--- src/rtl/bandai2003_eeprom_port.sv ---
// Microwire (93Cxx) EEPROM controller behind the cartridge mapper port window.
// Register accesses start read, write+poll or command-only transactions on EE_CS/SK/DI/DO.
module bandai2003_eeprom_port #(
    parameter int ADDR_W       = 6,
    parameter int SK_DIV       = 4,
    parameter int BUSY_TIMEOUT = 65535
) (
    input  logic       CLK,
    input  logic       RST,
    input  logic       REG_WR,
    input  logic       REG_RD,
    input  logic [2:0] REG_A,
    input  logic [7:0] REG_WD,
    output logic [7:0] REG_RDAT,
    output logic       EE_CS,
    output logic       EE_SK,
    output logic       EE_DI,
    input  logic       EE_DO,
    output logic       BUSY
);
    localparam int CMD_BITS = ADDR_W + 3;
    localparam int TW       = $clog2(2 * SK_DIV + 1);
    localparam int PW       = $clog2(BUSY_TIMEOUT + 1);

    localparam logic [2:0] S_IDLE  = 3'd0;
    localparam logic [2:0] S_SEL   = 3'd1;
    localparam logic [2:0] S_CMD   = 3'd2;
    localparam logic [2:0] S_RDATA = 3'd3;
    localparam logic [2:0] S_WDATA = 3'd4;
    localparam logic [2:0] S_DESEL = 3'd5;
    localparam logic [2:0] S_POLL  = 3'd6;

    localparam logic [TW-1:0] HALF_END = TW'(SK_DIV - 1);
    localparam logic [TW-1:0] SK_HI    = TW'(SK_DIV);
    localparam logic [TW-1:0] BIT_END  = TW'(2 * SK_DIV - 1);
    localparam logic [5:0]    CMD_END  = 6'(CMD_BITS - 1);
    localparam logic [5:0]    DAT_END  = 6'd15;
    localparam logic [PW-1:0] TMO_END  = PW'(BUSY_TIMEOUT - 1);

    logic [2:0]          state, nstate;
    logic [TW-1:0]       tick, ntick;
    logic [5:0]          bitn, nbit;
    logic [PW-1:0]       pcnt;
    logic [15:0]         data, cmd;
    logic                done, err, op_rd, op_wr, poll_en, ok1;
    logic                fin, tmo;
    logic                ctrl_wr, abort, go;
    logic [CMD_BITS-1:0] cmd_vec, cmd_sh;
    logic [15:0]         dat_sh;
    logic                unused;

    assign BUSY    = (state != S_IDLE);
    assign ctrl_wr = REG_WR && (REG_A == 3'd4);
    assign abort   = ctrl_wr && REG_WD[7];
    assign go      = ctrl_wr && !REG_WD[7] && (|REG_WD[6:4]) && (state == S_IDLE);
    assign unused  = &{1'b0, REG_WD[2:1]};

    // Serial bit streams are picked by shifting so the outgoing bit is always the MSB.
    assign cmd_vec = {1'b1, cmd[ADDR_W+1:0]};
    assign cmd_sh  = cmd_vec << nbit;
    assign dat_sh  = data << nbit;

    always_comb begin
        nstate = state;
        ntick  = tick;
        nbit   = bitn;
        fin    = 1'b0;
        tmo    = 1'b0;
        case (state)
            S_SEL: begin
                if (tick == HALF_END) begin
                    nstate = S_CMD;
                    ntick  = '0;
                    nbit   = '0;
                end else begin
                    ntick = tick + 1'b1;
                end
            end
            S_CMD, S_RDATA, S_WDATA: begin
                if (tick == BIT_END) begin
                    ntick = '0;
                    if (bitn == ((state == S_CMD) ? CMD_END : DAT_END)) begin
                        nbit = '0;
                        if (state == S_CMD && op_rd)      nstate = S_RDATA;
                        else if (state == S_CMD && op_wr) nstate = S_WDATA;
                        else                              nstate = S_DESEL;
                    end else begin
                        nbit = bitn + 1'b1;
                    end
                end else begin
                    ntick = tick + 1'b1;
                end
            end
            S_DESEL: begin
                if (tick == BIT_END) begin
                    ntick  = '0;
                    nstate = poll_en ? S_POLL : S_IDLE;
                    fin    = !poll_en;
                end else begin
                    ntick = tick + 1'b1;
                end
            end
            S_POLL: begin
                if (EE_DO && ok1) begin
                    nstate = S_IDLE;
                    fin    = 1'b1;
                end else if (pcnt == TMO_END) begin
                    nstate = S_IDLE;
                    fin    = 1'b1;
                    tmo    = 1'b1;
                end
            end
            S_IDLE:  nstate = S_IDLE;
            default: nstate = S_IDLE;
        endcase
        if (abort) begin
            nstate = S_IDLE;
            ntick  = '0;
            nbit   = '0;
            fin    = 1'b0;
            tmo    = 1'b0;
        end else if (go) begin
            nstate = S_SEL;
            ntick  = '0;
            nbit   = '0;
        end
    end

    always_ff @(posedge CLK) begin
        if (RST) begin
            state    <= S_IDLE;
            tick     <= '0;
            bitn     <= '0;
            pcnt     <= '0;
            ok1      <= 1'b0;
            data     <= 16'h0000;
            cmd      <= 16'h0000;
            done     <= 1'b0;
            err      <= 1'b0;
            op_rd    <= 1'b0;
            op_wr    <= 1'b0;
            poll_en  <= 1'b0;
            EE_CS    <= 1'b0;
            EE_SK    <= 1'b0;
            EE_DI    <= 1'b0;
            REG_RDAT <= 8'h00;
        end else begin
            state <= nstate;
            tick  <= ntick;
            bitn  <= nbit;
            // Pins are registered from the next state so they line up with it cycle for cycle.
            EE_CS <= (nstate == S_SEL) || (nstate == S_CMD) || (nstate == S_RDATA) ||
                     (nstate == S_WDATA) || (nstate == S_POLL);
            EE_SK <= ((nstate == S_CMD) || (nstate == S_RDATA) || (nstate == S_WDATA)) &&
                     (ntick >= SK_HI);
            EE_DI <= (nstate == S_CMD)   ? cmd_sh[CMD_BITS-1] :
                     (nstate == S_WDATA) ? dat_sh[15] : 1'b0;
            pcnt  <= (state == S_POLL) ? pcnt + 1'b1 : '0;
            ok1   <= (state == S_POLL) && EE_DO;

            if (go) begin
                op_rd   <= REG_WD[4];
                op_wr   <= !REG_WD[4] && REG_WD[5];
                poll_en <= !REG_WD[4] && (REG_WD[5] || REG_WD[3]);
            end

            if (ctrl_wr && REG_WD[0]) begin
                done <= 1'b0;
                err  <= 1'b0;
            end
            if (go)  done <= 1'b0;
            if (fin) done <= 1'b1;
            if (tmo) err  <= 1'b1;

            if (REG_WR && state == S_IDLE) begin
                case (REG_A)
                    3'd0:    data[7:0]  <= REG_WD;
                    3'd1:    data[15:8] <= REG_WD;
                    3'd2:    cmd[7:0]   <= REG_WD;
                    3'd3:    cmd[15:8]  <= REG_WD;
                    default: ;
                endcase
            end
            // DO is captured on the first SK-high cycle of each read bit.
            if (state == S_RDATA && tick == SK_HI)
                data <= {data[14:0], EE_DO};

            if (REG_RD) begin
                case (REG_A)
                    3'd0:    REG_RDAT <= data[7:0];
                    3'd1:    REG_RDAT <= data[15:8];
                    3'd2:    REG_RDAT <= cmd[7:0];
                    3'd3:    REG_RDAT <= cmd[15:8];
                    3'd4:    REG_RDAT <= {BUSY, 5'b0, err, done};
                    default: REG_RDAT <= 8'hFF;
                endcase
            end
        end
    end
endmodule

--- config.mk ---
export PLATFORM = sky130hd
export DESIGN_NAME = bandai2003_eeprom_port
export DESIGN_NICKNAME = d
export VERILOG_FILES = /design/src/rtl/bandai2003_eeprom_port.sv
export SDC_FILE = /design/constraint.sdc
export NUM_CORES = 1
export LEC_CHECK = 0
export BUFFER_PORTS_ARGS = -buffer_cell sky130_fd_sc_hd__buf_2
export CORE_AREA = 2 2 98 100
export DETAILED_ROUTE_END_ITERATION = 10
export DIE_AREA = 0 0 100 102
export PLACE_DENSITY = 0.62
export SYNTH_ARGS = -nofsm -noshare
export SYNTH_HDL_FRONTEND = slang
export SYNTH_SLANG_ARGS = --single-unit
--- constraint.sdc ---
create_clock -name CLK -period 5.7 [get_ports CLK]
set_input_delay 1.71 -clock CLK [delete_from_list [all_inputs] [get_ports CLK]]
set_output_delay 1.71 -clock CLK [all_outputs]
set_load 0.01 [all_outputs]
==> flow_summary.json <==
{
  "nNetsFinal": 553,
  "numCtsBuffers": 9,
  "wirelength_um": 11400,
  "ioPinCount": 28,
  "io_buffers": 27,
  "holdPathEnd": "REG_RDAT[6]$_SDFFE_PP0P_",
  "hp-class": "flop to flop",
  "cts.clk_slew.worst_paths_ns": 0.08,
  "drtAntennaViolNets": 0,
  "hold_viol_final": 0,
  "r2r_slack_ns": 2.72,
  "post-route-min-period_ns": 3.67,
  "post-cts-setup-buffers": 0,
  "grtUsageMet2": 0.364,
  "crit_type": "input pin to flop",
  "synth_common_cells": "84 x nor2_1, 78 x dfxtp_1, 47 x mux2i_1, 35 x nand2_1, 23 x a211oi_1",
  "cts_num_sinks": 78,
  "worstSetupStartpointType": "input pin",
  "cts_tree": "built",
  "fin_setup_tns_ns": 0,
  "worstPathRequired_ns": 5.94,
  "netlist.area_leader.share": 0.351,
  "grt_setup_unrepaired": "no",
  "p_total_mw": 1.03,
  "utilization": 0.520,
  "synth.distinct_cells": 70,
  "grt_pass1_vias": 3555,
  "place_hpwl_um": 8060,
  "fin_worst_skew_ns": 0.0135,
  "r2r-start": "state[1]$_SDFF_PP0_",
  "die_x_um": 100,
  "arrival_ns": 3.91,
  "rows": 35,
  "hold_slack_ns": 0.476,
  "postSynthAreaPerCell_um2": 8.46,
  "worstMarginPinSlew_ns": 1.00,
  "syn_to_final_growth_pct": 6.62,
  "dp_cells": 632,
  "syn_nets": 546,
  "cts-root-buf": "clkbuf_8",
  "finalCritPeriodShare": 0.644,
  "synth-seq-area-share": 0.351,
  "die_h_um": 102,
  "r2r-end": "EE_DI$_SDFF_PP0_",
  "yosys_warnings": 0,
  "p_leak_nw": 1.94,
  "num_vias": 3908,
  "cts_resized": 0,
  "drt-wirelength-per-cell_um": 17.6,
  "grt_max_degree": 55,
  "p_switching_mw": 0.276,
  "n_fill_cell": 901,
  "hold_depth": 2,
  "busiest_layer": "met2",
  "relSlewSlack": 0.331,
  "fin_cells": 648,
  "synth-edff-count": 0,
  "place_ws_ns": 1.74,
  "grtUsageMet1": 0.331,
  "power.internal_mw": 0.757,
  "cp-end-kind": "flop",
  "clk_path_buf_depth": 2,
  "synth_ff_type": "dfxtp_1",
  "setup_viol_count_final": 0,
  "synth_cells": 525,
  "core_um2": 9110,
  "grt_pass1_wl_um": 18800,
  "ys_seq_elements": 78,
  "netlist_area_um2": 4440,
  "regArea_um2": 1560,
  "grt_util_all_layers": 0.232,
  "via_per_inst": 6.03,
  "gp_congestion": 0.904,
  "drt_iter0_drc": 208,
  "drcViolationCount": 0,
  "drv_slew": 0,
  "dieArea_um2": 10200,
  "use_met3": 0.0363,
  "overflow": 0,
  "fmax_mhz": 272,
  "swShare": 0.267,
  "peakVddDrop_uv": 174,
  "clk_latency_ns": 0.35,
  "multiInputGateArea_um2": 2670,
  "status": "finished, final reports clean",
  "synth_top_cell_by_area": "dfxtp_1",
  "r2r_cells": 8,
  "initial_utilization": 0.488,
  "pwr-share-comb": 0.076,
  "htreeDepth": 3,
  "ys_async_sr_fraction": 0,
  "cap_violations": 0,
  "diodes": 0,
  "hold_start": "REG_RDAT[6]$_SDFFE_PP0P_",
  "worstPathMaxFanout": 27,
  "synth.most_common_cell": "nor2_1",
  "antenna_found_initial": 0,
  "placedInstanceArea_um2": 4550,
  "power_frac_seq": 0.547,
  "hold_buffers": 0,
  "drive_gt1_frac": 0.132,
  "final_area_um2": 4740,
  "clkPwrFrac": 0.378,
  "first_pass_iters": 4,
  "setup_ws_ns": 2.03,
  "power.density_nw_per_um2": 218,
  "synth_area_leaders": "dfxtp_1 35%, mux2i_1 11%, nor2_1 7.1%, a211oi_1 3.9%, nand2_1 3.0%"
}
cell families after synthesis:
| kind of cell | share of synthesized area |
|---|---|
| flops | 0.351 |
| compound gates | 0.198 |
| buf+inv | 0.0476 |
| simple gates | 0.251 |
| mux | 0.116 |
| xor+xnor | 0.0217 |
| fa+ha+maj | 0.0141 |
per-layer routing:
metal,up-vias,wire [µm]
met5,-,0
met2,118,5250
met4,0,178
met3,15,520
li1,1910,-
met1,1865,5450
cell usage in the layout (no fill, tap or decap), types with 3 or more instances in the layout:
master,instances
a21oi_1,20
inv_1,11
o211ai_2,3
xnor2_1,3
o22a_1,4
a211oi_1,23
o21ai_0,21
nor2_1,84
o22ai_1,5
nand2_1,35
or3_1,10
a21o_1,6
clkbuf_8,10
mux2_2,4
nand2b_1,6
nand3_1,16
clkinvlp_4,3
ha_1,5
and3_1,6
o221ai_1,3
mux2i_1,47
a211o_1,3
and2_1,3
nor2b_1,12
buf_2,27
dfxtp_1,78
nor3_1,13
nand4_1,5
xor2_1,8
nor3b_1,3
a31oi_1,4
cell type report:
type / count / share of cell area
multi-input combinational: 404 / 0.564
sequential: 78 / 0.330
timing repair buffer: 28 / 0.0301
tap: 111 / 0.0293
clock buffer: 10 / 0.0291
clock inverter: 6 / 0.00951
inverter: 11 / 0.00872
critical path: stages:
cell       delay, ns
buf_2           0.40
and4bb_2        0.35
o211ai_2        0.23
o211ai_2        0.20
nand2_2         0.20
mux2i_1         0.24
o2111ai_1       0.14
o22a_1          0.21
a22o_1          0.22
state kept, by name, indices dropped and copies added, names as in the netlist:
name	count
EE_CS	1
state	3
cmd	16
ok1	1
EE_SK	1
EE_DI	1
pcnt	16
op_wr	1
REG_RDAT	8
op_rd	1
tick	4
poll_en	1
bitn	6
done	1
err	1
data	16
worst max path at each step:
| stage | startpoint | to | slack (ns) | cells past startpoint |
|---|---|---|---|---|
| 2_1_floorplan | REG_WD[4] | EE_DI$_SDFF_PP0_ | 2.03 | 6 |
| 3_3_place_gp | REG_A[1] | EE_DI$_SDFF_PP0_ | 1.84 | 9 |
| 3_5_place_dp | REG_A[1] | EE_DI$_SDFF_PP0_ | 1.74 | 9 |
| 4_1_cts | REG_A[1] | EE_DI$_SDFF_PP0_ | 2.09 | 9 |
| 5_1_grt | REG_A[1] | EE_DI$_SDFF_PP0_ | 1.84 | 9 |
| 6_report | REG_A[1] | EE_DI$_SDFF_PP0_ | 2.03 | 9 |
power groups by stage:
stage / Sequential [mW] / Combinational, mW / Clock [mW]
global placement: 0.577 / 0.0768 / 0
finish: 0.565 / 0.0782 / 0.390
floorplan: 0.575 / 0.0549 / 0
detailed placement: 0.577 / 0.0776 / 0
CTS: 0.564 / 0.0781 / 0.398
global route: 0.566 / 0.0859 / 0.422
(Power assumes the default switching activity.)
